$ cat src/rtl/noc_rx_dispatch.sv
// Receive-side NoC endpoint: buffers router packets in order and dispatches the FIFO head
// to the divergence slot, the clause slot or the per-core status table, or drops it.
module noc_rx_dispatch #(
  parameter int FIFO_DEPTH     = 4,
  parameter int MY_ID          = 0,
  parameter int LBD_ACCEPT_MAX = 6
) (
  input  logic        clk,
  input  logic        rst,
  input  logic        pkt_valid,
  output logic        pkt_ready,
  input  logic [79:0] pkt_data,
  output logic        div_valid,
  input  logic        div_ready,
  output logic [31:0] div_lit,
  output logic [3:0]  div_src,
  output logic        cls_valid,
  input  logic        cls_ready,
  output logic [31:0] cls_lit0,
  output logic [31:0] cls_lit1,
  output logic [7:0]  cls_lbd,
  output logic [3:0]  cls_src,
  output logic [31:0] status_table,
  output logic        any_sat,
  output logic        any_unsat,
  output logic [15:0] drop_cnt,
  output logic        err_bad_type
);

  localparam int PTR_W = $clog2(FIFO_DEPTH);
  localparam int CNT_W = PTR_W + 1;
  localparam logic [CNT_W-1:0] DEPTH_C   = CNT_W'(FIFO_DEPTH);
  localparam logic [3:0]       MY_ID_C   = 4'(MY_ID);
  localparam logic [7:0]       LBD_MAX_C = 8'(LBD_ACCEPT_MAX);

  localparam logic [1:0] MSG_DIVERGE = 2'b00;
  localparam logic [1:0] MSG_CLAUSE  = 2'b01;
  localparam logic [1:0] MSG_STATUS  = 2'b10;
  localparam logic [1:0] MSG_BAD     = 2'b11;

  logic [79:0]      mem_q [FIFO_DEPTH];
  logic [PTR_W-1:0] wr_ptr_q, rd_ptr_q;
  logic [CNT_W-1:0] count_q, count_d;
  logic             full, empty, push, pop;

  logic [79:0] head;
  logic [1:0]  head_type;
  logic [63:0] head_payload;
  logic [7:0]  head_lbd;
  logic [3:0]  head_src;
  logic        unused_vc;

  logic act_drop, act_status, act_div, act_cls, bad_type;
  logic div_free, cls_free;

  logic        div_valid_q, cls_valid_q;
  logic [31:0] div_lit_q, cls_lit0_q, cls_lit1_q;
  logic [3:0]  div_src_q, cls_src_q;
  logic [7:0]  cls_lbd_q;
  logic [31:0] status_q;
  logic [15:0] drop_cnt_q, drop_cnt_d;
  logic        err_q;

  assign full      = (count_q == DEPTH_C);
  assign empty     = (count_q == '0);
  assign pkt_ready = !full && !rst;
  assign push      = pkt_valid && pkt_ready;

  assign head         = mem_q[rd_ptr_q];
  assign head_type    = head[79:78];
  assign head_payload = head[77:14];
  assign head_lbd     = head[13:6];
  assign head_src     = head[5:2];
  assign unused_vc    = ^head[1:0];

  // A slot can take a new entry when empty or when its current entry drains this cycle.
  assign div_free = !div_valid_q || div_ready;
  assign cls_free = !cls_valid_q || cls_ready;

  always_comb begin
    act_drop   = 1'b0;
    act_status = 1'b0;
    act_div    = 1'b0;
    act_cls    = 1'b0;
    if (!empty) begin
      if (head_src == MY_ID_C || head_type == MSG_BAD ||
          (head_type == MSG_CLAUSE && head_lbd > LBD_MAX_C)) begin
        act_drop = 1'b1;
      end else begin
        case (head_type)
          MSG_STATUS:  act_status = 1'b1;
          MSG_DIVERGE: act_div    = div_free;
          MSG_CLAUSE:  act_cls    = cls_free;
          default:     act_drop   = 1'b0;
        endcase
      end
    end
  end

  assign bad_type = !empty && (head_type == MSG_BAD);
  assign pop      = act_drop || act_status || act_div || act_cls;

  always_comb begin
    count_d = count_q;
    if (push && !pop) count_d = count_q + 1'b1;
    else if (!push && pop) count_d = count_q - 1'b1;
  end

  always_comb begin
    drop_cnt_d = drop_cnt_q;
    if (act_drop && drop_cnt_q != 16'hFFFF) drop_cnt_d = drop_cnt_q + 16'd1;
  end

  always_ff @(posedge clk) begin
    if (rst) begin
      wr_ptr_q <= '0;
      rd_ptr_q <= '0;
      count_q  <= '0;
    end else begin
      if (push) wr_ptr_q <= wr_ptr_q + 1'b1;
      if (pop)  rd_ptr_q <= rd_ptr_q + 1'b1;
      count_q <= count_d;
    end
  end

  always_ff @(posedge clk) begin
    if (push) mem_q[wr_ptr_q] <= pkt_data;
  end

  // Reload takes priority over drain so a slot can turn over every cycle.
  always_ff @(posedge clk) begin
    if (rst) begin
      div_valid_q <= 1'b0;
      div_lit_q   <= '0;
      div_src_q   <= '0;
    end else if (act_div) begin
      div_valid_q <= 1'b1;
      div_lit_q   <= head_payload[31:0];
      div_src_q   <= head_src;
    end else if (div_ready) begin
      div_valid_q <= 1'b0;
    end
  end

  always_ff @(posedge clk) begin
    if (rst) begin
      cls_valid_q <= 1'b0;
      cls_lit0_q  <= '0;
      cls_lit1_q  <= '0;
      cls_lbd_q   <= '0;
      cls_src_q   <= '0;
    end else if (act_cls) begin
      cls_valid_q <= 1'b1;
      cls_lit0_q  <= head_payload[31:0];
      cls_lit1_q  <= head_payload[63:32];
      cls_lbd_q   <= head_lbd;
      cls_src_q   <= head_src;
    end else if (cls_ready) begin
      cls_valid_q <= 1'b0;
    end
  end

  always_ff @(posedge clk) begin
    if (rst) begin
      status_q   <= '0;
      drop_cnt_q <= '0;
      err_q      <= 1'b0;
    end else begin
      if (act_status) status_q[{head_src, 1'b0} +: 2] <= head_payload[1:0];
      drop_cnt_q <= drop_cnt_d;
      if (bad_type) err_q <= 1'b1;
    end
  end

  always_comb begin
    any_sat   = 1'b0;
    any_unsat = 1'b0;
    for (int i = 0; i < 16; i++) begin
      if (status_q[2*i +: 2] == 2'b10) any_sat   = 1'b1;
      if (status_q[2*i +: 2] == 2'b11) any_unsat = 1'b1;
    end
  end

  assign div_valid    = div_valid_q;
  assign div_lit      = div_lit_q;
  assign div_src      = div_src_q;
  assign cls_valid    = cls_valid_q;
  assign cls_lit0     = cls_lit0_q;
  assign cls_lit1     = cls_lit1_q;
  assign cls_lbd      = cls_lbd_q;
  assign cls_src      = cls_src_q;
  assign status_table = status_q;
  assign drop_cnt     = drop_cnt_q;
  assign err_bad_type = err_q;

endmodule

$ cat config.mk
export PLATFORM = sky130hd
export DESIGN_NAME = noc_rx_dispatch
export DESIGN_NICKNAME = d
export VERILOG_FILES = /design/src/rtl/noc_rx_dispatch.sv
export SDC_FILE = /design/constraint.sdc
export NUM_CORES = 1
export LEC_CHECK = 0
export CORE_MARGIN = 4
export CORE_UTILIZATION = 35
export DETAILED_ROUTE_END_ITERATION = 7
export GPL_ROUTABILITY_DRIVEN = 0
export HOLD_SLACK_MARGIN = 0.05
export PLACE_DENSITY = 0.56
export SYNTH_ARGS = -nofsm -noshare
export SYNTH_HDL_FRONTEND = slang
export SYNTH_SLANG_ARGS = --single-unit
$ cat constraint.sdc
create_clock -name clk -period 10.2 [get_ports clk]
set_input_delay 2.04 -clock clk [delete_from_list [all_inputs] [get_ports clk]]
set_output_delay 2.04 -clock clk [all_outputs]
set_load 0.05 [all_outputs]
# After elaboration in Yosys (flattened, before gate mapping)
# Memories as Yosys holds them, arrays and structs flattened. A register that Yosys moved wholly into a read port is not among the register bits.
# Index checks and enable logic that the tools add are counted.
[totals] ram_bits=320 ff_bits=170 n_memories=1 output_inout_bits=166 word_cells=142
[mem_list] name="mem_q" depth=4 width=80 rd=1 rd_clocked_by_memory_dff=1 write_ports=1 line_no="41" text="logic [79:0] mem_q [FIFO_DEPTH];"
[op_classes] magnitude_cmp=1 reduce_logical=27 n_mux=54 n_eq_ne=37 shifts=2 add_sub_neg=6
[op_table] cell="equality test 2 bit, second input constant" count=34
[op_table] cell="two-way mux 1 bit" count=49
[op_table] cell="bitwise mux 32 bit" count=1
[op_table] cell="variable shift 2 x 7 -> 32 bit, first input constant" count=1
[op_table] cell="indexed part select 2 x 7 -> 32 bit" count=1
[op_table] cell="adder 16 x 1 -> 16 bit, second input constant" count=1
[op_table] cell="!= test 16 bit, second input constant" count=1
[op_table] cell="> comparator 8 x 3 -> 1 bit, second input constant" count=1
[op_table] cell="logical AND 1 bit" count=7
[op_table] cell="zero test 1 bit" count=7
[op_table] cell="logical OR 1 bit" count=7
[op_table] cell="negation 5 -> 7 bit" count=1
[op_table] cell="two-way mux 3 bit" count=2
[op_table] cell="nonzero test 2 bit" count=3
[op_table] cell="adder 2 x 1 -> 2 bit, second input constant" count=2
[op_table] cell="zero test 4 bit" count=1
[op_table] cell="two-way mux 2 bit" count=2
[op_table] cell="adder 3 x 1 -> 3 bit, second input constant" count=1
[op_table] cell="equality test 3 bit, second input constant" count=1
[op_table] cell="zero test 3 bit" count=1
[op_table] cell="subtractor 3 x 1 -> 3 bit, second input constant" count=1
[op_table] cell="equality test 2 x 1 -> 1 bit, second input constant" count=1
[op_table] cell="zero test 2 bit" count=1

# Longest topological paths before layout
[depth] ltp_word=17 mapped_depth=17

# Least setup slack after synthesis
# OpenSTA, ideal clock, no wires.
[synth_timing] kind="input port to flip-flop" start="input port rst" end="memory mem_q[0][10] (enable)" path_slack_ps=4818 path_stages=2 setup_ps=445 path_buffers=0 arrival_ps=4936 cell_sequence="a21oi_1 -> and3_1"
[synth_via] elab_chain_len=5
[synth_rtl] element="from (decl)" line_no="9" text="input logic rst,"
[synth_rtl] element="zero test 1 bit" line_no="66" text="assign pkt_ready = !full && !rst;"
[synth_rtl] element="logical AND 1 bit" line_no="66"
[synth_rtl] element="logical AND 1 bit" line_no="67" text="assign push = pkt_valid && pkt_ready;"
[synth_rtl] element="two-way mux 1 bit" line_no="127" text="if (push) mem_q[wr_ptr_q] <= pkt_data;"
[synth_rtl] element="two-way mux 1 bit (not written as such)" line_no="127"
[synth_rtl] element="to (decl)" line_no="41"
# Every way passes these cells.

# Worst setup path after layout
[layout_timing] start="input port rst" end="output port pkt_ready"
[layout_via] elab_chain_len=2
[layout_rtl] element="zero test 1 bit" line_no="66"
[layout_rtl] element="logical AND 1 bit" line_no="66"
[layout_rtl] element="to (decl)" line_no="11" text="output logic pkt_ready,"
# Every way passes these cells.

==> impl_metrics.yaml <==
run_status:
  outcome: "complete, no violations"
global_routing:
  grt_pass1_wl_mm: 68.3
  antenna_found_initial: 7
  grt_pass1_vias: 11400
  grt_usage_pct: 15.7
  grt_max_degree: 104
  grt_overflow_total: 0
floorplanning:
  die-height_um: 236
  core_area_mm2: 0.0514
  rows: 83
  die_w_um: 236
  die_area_mm2: 0.0557
  top_level_ports: 251
  initial_core_util_pct: 35.4
min_path:
  min_path_type: "register to register"
cts:
  cts_buffer_depth: 3
  path_clk_slew_ns: 0.06
  cts_root_buf: "clkbuf_16"
  cts_resized: 0
  htreeDepth: 2
  cts_setup_buffers: 0
  hold_buffers: 0
  numCtsBuffers: 53
  cts_tree: "built"
  cts_num_sinks: 484
  clk_latency_ns: 0.58
route:
  dr.pass1.iters: 4
  drtIter0Drc: 625
  routed_wl_mm: 44.6
  post_drt_wl_per_cell_um: 20.1
  avgViaCountPerCell: 4.96
  ant_nets: 0
  drc_errors: 0
  vias: 11000
synth:
  synth.distinct_cells: 56
  async_flop_share_pct: 0
  syn_area_per_cell_um2: 14.5
  synth_area_mm2: 0.0182
  synth_edf_count: 312
  ys_ff_latch: 484
  synth_area_leaders: "edfxtp_1 52%, dfxtp_1 19%, mux4_2 9.0%"
  ys_seq_area_share_pct: 70.4
  ys.flop_type: "edfxtp_1"
  syn_inst: 1253
  synth_top_area_share_pct: 51.5
  yosys_warnings: 0
  synth_nets: 1349
  synth_top_area_cell: "edfxtp_1"
setup_path:
  cp.arrival_ns: 3.82
  max_stage_delay_ns: 0.96
  crit_type: "input pin to primary output"
  startpoint_type: "input pin"
  end_kind: "primary output"
  crit_path_top_delay_cell: "clkdlybuf4s50_1"
  required_ns: 8.16
  path_cells: "buf_6, a21oi_1, clkdlybuf4s50_1"
  worstPathMaxFanout: 103
flow_run:
  max_cap_viol_count: 0
placement:
  placed_area_mm2: 0.0213
  port_buffers: 248
  place_hpwl_mm: 27.0
timing:
  post-route-period-util_pct: 57.4
  finalCriticalPeriod_ns: 5.86
  rsz0062_at_grt: "no"
  fin_skew_ns: 0.0215
  worstMarginPinSlew_ns: 1.18
  holdWs_ns: 0.451
  tns_ns: 0
  setup_viol: 0
  slew_viol_final: 0
  slew_headroom_pct: 20.9
  fmax_mhz: 171
  hold_viol_final: 0
finish:
  final_nets: 1594
  final_area_mm2: 0.0231
  drive_gt1_share_pct: 12.4
  areaGrowthSynthToFinish_pct: 26.9
  fin_util_pct: 44.9
  fillCellCount: 4679
power:
  p_leak_nw: 7.43
  power_mw: 5.59
  power_density_mw_per_mm2: 242
  ir_drop_uv: 140
worst paths after layout:
path | start | endpoint | slack [ns] | cells after the start
max | rst | pkt_ready | 4.34 | 3
min | cls_lit1[1]$_SDFFE_PP0P_ | cls_lit1[1]$_SDFFE_PP0P_ | 0.45 | 2
max reg2reg | register | status_table[24]$_SDFFE_PP0P_ | 5.91 | 9
min reg2reg | cls_lit1[1]$_SDFFE_PP0P_ | cls_lit1[1]$_SDFFE_PP0P_ | 0.45 | 2
sequential cells by signal, indices dropped and copies added, names as in the netlist, 2 cells and up, named ones only:
register / flops
count_q: 3
status_table: 32
cls_lit0: 32
cls_src: 4
div_src: 4
div_lit: 32
cls_lit1: 32
mem_q: 312
cls_lbd: 8
drop_cnt: 16
rd_ptr_q: 2
wr_ptr_q: 2
cell families after synthesis:
kind of cell               synth area share, %
DFF                                       70.4
adders and majority gates                0.798
xor gates and xnor gates                 0.537
buffers and inverters                     2.35
AOI/OAI and AO/OA                         5.91
muxes                                     10.7
and+or+nand+nor                           9.27
final cells by class:
class | count | area, um^2 | area share, %
flip-flops and latches | 484 | 12800 | 55.5
multi-input cells | 675 | 4980 | 21.6
repair buffers | 258 | 2560 | 11.1
clock buffers | 73 | 1520 | 6.57
well taps | 680 | 851 | 3.69
clock inverters | 27 | 260 | 1.13
inverters | 26 | 97.6 | 0.423
diodes | 1 | 2.50 | 0.0108
critical path, delay by kind of cell:
kind                   cells  cell delay (ns)
AO/OA/AOI/OAI              1             0.50
buffers and inverters      2             1.25
power by group:
group / switching (mW) / internal (mW) / total, mW
combinational: 0.808 / 0.496 / 1.30
clock: 0.761 / 1.16 / 1.92
sequential: 0.130 / 2.23 / 2.36
cells in the mapped netlist, drive strengths merged, types with 6 or more instances:
cell / number
a21oi: 128
a221oi: 7
a311o: 7
and2: 6
and3: 8
buf: 30
clkbuf: 38
dfxtp: 172
edfxtp: 312
ha: 10
inv: 26
mux2: 8
mux2i: 21
mux4: 73
nand2: 227
nand2b: 16
nand3: 30
nand4: 7
nor2: 35
nor3: 6
o21ai: 17
o22ai: 6
or3: 11
through the flow:
step           std cells  worst slack [ns]
2_1_floorplan       1253              4.82
3_3_place_gp        2123              4.36
3_5_place_dp        2123              4.35
4_1_cts             2223              4.35
5_1_grt             2224              4.25
6_report            2224              4.34
cell usage in the layout (no fill, tap or decap), drive strengths merged, types with 3 or more instances in the layout:
master         Yosys  routed
nor3               6       6
nand2b            16      16
and3               8       8
dfxtp            172     172
buf               30      11
a221oi             7       7
o21ai             17      17
o22ai              6       6
and2               6       6
clkbuf            38      73
mux2               8       8
mux4              73      73
a22o               4       4
mux2i             21      21
nor2b              5       5
xor2               5       5
and4               4       4
ha                10      10
bufinv             0       5
nand3             30      30
a21oi            128     128
a311o              7       7
inv               26      27
clkinv             0      19
nand2            227     227
nor4               4       4
nand4              7       7
clkdlybuf4s50      0     247
xnor2              4       4
or3               11      11
edfxtp           312     312
nor2              35      35
a211oi             3       3
o31ai              4       4
layer usage:
metal	vias to the layer above	share of wire, %	track usage, %	routed length, um
li1	5155	-	-	-
met1	5539	44	21.0	19700
met2	264	47	25.3	21000
met3	76	6.2	4.05	2770
met4	8	2.5	4.81	1110
met5	-	0.12	0	55
No activity file was read; power rests on OpenSTA's default activity.
==> patch, RTL diff (config.mk and constraints unchanged) <==
Set the parameter `FIFO_DEPTH` to 8 (it was 4).
--- a/src/rtl/noc_rx_dispatch.sv
+++ b/src/rtl/noc_rx_dispatch.sv
@@ -1,7 +1,7 @@
 // Receive-side NoC endpoint: buffers router packets in order and dispatches the FIFO head
 // to the divergence slot, the clause slot or the per-core status table, or drops it.
 module noc_rx_dispatch #(
-  parameter int FIFO_DEPTH     = 4,
+  parameter int FIFO_DEPTH     = 8,
   parameter int MY_ID          = 0,
   parameter int LBD_ACCEPT_MAX = 6
 ) (
Check against the original RTL: same outputs for any inputs over 4 cycles, from zero or initial values and one cycle with rst high; that may be too few to reach the edited logic, so the function may still have changed.
==> patch against the unedited design <==
Worst setup slack improved by 0.21 ns; global-route usage shrank 0.31 points; synthesized area is 66% higher; cell area grew 60%; register-to-register slack worse by 1.4 ns; sequential cell count up 316; fmax grew 3.7%; count of clock-buffer cells in the layout is 46 higher; critical path type is now reg2reg; hold slack improved by 0.0051 ns; combinational power is 54% higher; routed wire length is 59% higher; utilization fell by 1.7 points; power rose by 60%; critical path depth increased by 14.
==> patch: results (changes against the unedited design) <==
| Metric | Value |
|---|---|
| Status | completed |
| Slowest CP cell | dfxtp_4 |
| Mux contribution to synthesized area | 0.150 (+0.0434) |
| First-pass GRT wire length | 105 mm (+54%) |
| Hold Path End | cls_lbd[4]$_SDFFE_PP0P_ |
| Worst IR drop on VDD | 0.142 mV (+1.6%) |
| P_leak | 11.5 nW (+55%) |
| Overall routing resource usage | 0.154 (-0.00313) |
| Share of cells above drive strength 1 | 0.181 (+0.0562) |
| Seq/Total Area, Yosys | 0.737 (+0.0326) |
| Post-Synth Adder-Cell Area | 0.00439 (-0.00359) |
| Via count | 16.1k (+46%) |
| Power Internal | 0.00638 W (+64%) |
| Largest register FFs | 624 (+100%) |
| Synth Area in Compound Gates | 0.0239 (-0.0352) |
| Synth top cells by count | edfxtp_1, nor2_1, dfxtp_1, mux4_2, nor3_1 |
| Worst Hold Launch | cls_lbd[4]$_SDFFE_PP0P_ |
| Dpl cells | 3049 (+44%) |
| Initial antenna violation count | 16 (+9) |
| Clock Skew | 0.0267 ns (+0.00523 ns) |
| Detailed Place HPWL | 41.2 mm (+52%) |
| Largest net degree at the start of global routing | 73 (-30%) |
| Pre-CTS WS | 4.42 ns (+0.0712 ns) |
| H-Tree Level Count | 3 (+1) |
| FF-to-FF End | count_q[3]$_SDFFE_PP0P_ |
| Leading post-synthesis cells by cell area | edfxtp_1, dfxtp_1, mux4_2 |
| Synth Area in XOR/XNOR | 0.00377 (-0.00160) |
| CP peak stage delay | 0.80 ns (-0.16 ns) |
| WS Path Type | reg2reg |
| Filler cell count | 7604 (+63%) |
| Critical path arrival | 6.19 ns (+2.37 ns) |
| Nets | 2088 (+31%) |
| Synth top area share | 0.620 (+0.105) |
| Worst-path maximum fanout | 52 (-50%) |
| Vias in the first global route | 16.8k (+48%) |
| DP Area | 0.0340 mm² (+60%) |
| DR iter-0 viols | 926 (+48%) |
| FF-to-FF path depth | 17 (+8) |
| Mapped Nets | 1815 (+35%) |
| WL final | 70.8 mm (+59%) |
| Skew-Pair Late Insertion Delay | 0.62 ns (+0.04 ns) |
| Clock buffer count from CTS | 86 (+62%) |
| WL/cell | 22.0 µm (+9.8%) |
| Worst-Margin Slew | 1.11 ns (-0.0709 ns) |
| DRT Pass-1 Iters | 4 (unchanged) |
[patch: cell count changes in the layout (fill, tap and decap cells not counted), sizes merged, moves of 8 or more]
cell	change
a211oi	+39
a21oi	-111
buf	+19
clkbuf	+46
clkinv	+8
edfxtp	+312
mux2	+30
mux2i	+43
mux4	+79
nand2	-212
nand3	-10
nor2	+199
nor3	+75
o21ai	-8
[patch: worst max path at each step]
stage / startpoint / slack [ns] / to / depth (start not counted)
floorplan: rst / 0.89 / mem_q[0][10]$_DFFE_PP_ / 5
global placement: flip-flop / 4.37 / count_q[3]$_SDFFE_PP0P_ / 17
detailed placement: flip-flop / 4.42 / count_q[3]$_SDFFE_PP0P_ / 17
CTS: flip-flop / 4.40 / count_q[3]$_SDFFE_PP0P_ / 17
global route: flip-flop / 4.15 / count_q[3]$_SDFFE_PP0P_ / 17
finish: flip-flop / 4.56 / count_q[3]$_SDFFE_PP0P_ / 17
[patch: final cells by class]
cell class	count	area [µm²]	share of cell area
sequential	800	22300	0.604
tap	1144	1430	0.0388
multi-input combinational	802	7490	0.203
clock inverter	41	484	0.0131
antenna	4	10.0	0.000271
timing repair buffer	277	2700	0.0733
clock buffer	119	2390	0.0648
inverter	26	97.6	0.00265
[patch: per-layer routing]
metal | wire length, µm | GRT usage
met1 | 30400 | 0.200
met2 | 34800 | 0.260
met5 | 131 | 0
met3 | 4400 | 0.0411
met4 | 1140 | 0.0345
[patch: metrics by stage]
stage,utilization,hold WS (ns),total power [W]
2_1_floorplan,-,0.471,0.00532
3_3_place_gp,0.398,0.448,0.00588
3_5_place_dp,0.398,0.445,0.00590
4_1_cts,0.432,0.462,0.00906
5_1_grt,0.432,0.482,0.00935
6_report,0.432,0.456,0.00892
[patch: cells by family (layout without fill, tap and decap cells)]
family | count (synthesis) | after routing
buffers and inverters | 118 | 463
flip-flops | 800 | 800
AND/OR/NAND/NOR | 423 | 423
AO/OA/AOI/OAI | 102 | 102
XOR/XNOR | 13 | 13
multiplexers | 254 | 254
other | 0 | 4
adder cells (fa/ha/maj) | 10 | 10
[patch: worst register-to-register path: cells and delay by family, from the launching register on]
family                   cells  cell delay [ns]
multiplexers                 1             0.62
AO/OA/AOI/OAI                4             0.79
XOR/XNOR                     1             0.10
adder cells (fa/ha/maj)      2             0.45
AND/OR/NAND/NOR              5             1.36
buffers and inverters        4             1.46
flip-flops                   1             0.80
[patch: power by group through the flow]
| stage | registers, W | clock network, W | logic [W] |
|---|---|---|---|
| floorplan | 0.00405 | 0 | 0.00127 |
| global placement | 0.00387 | 0 | 0.00201 |
| CTS | 0.00381 | 0.00322 | 0.00203 |
| finish | 0.00380 | 0.00312 | 0.00200 |
| detailed placement | 0.00387 | 0 | 0.00202 |
| global route | 0.00382 | 0.00336 | 0.00216 |
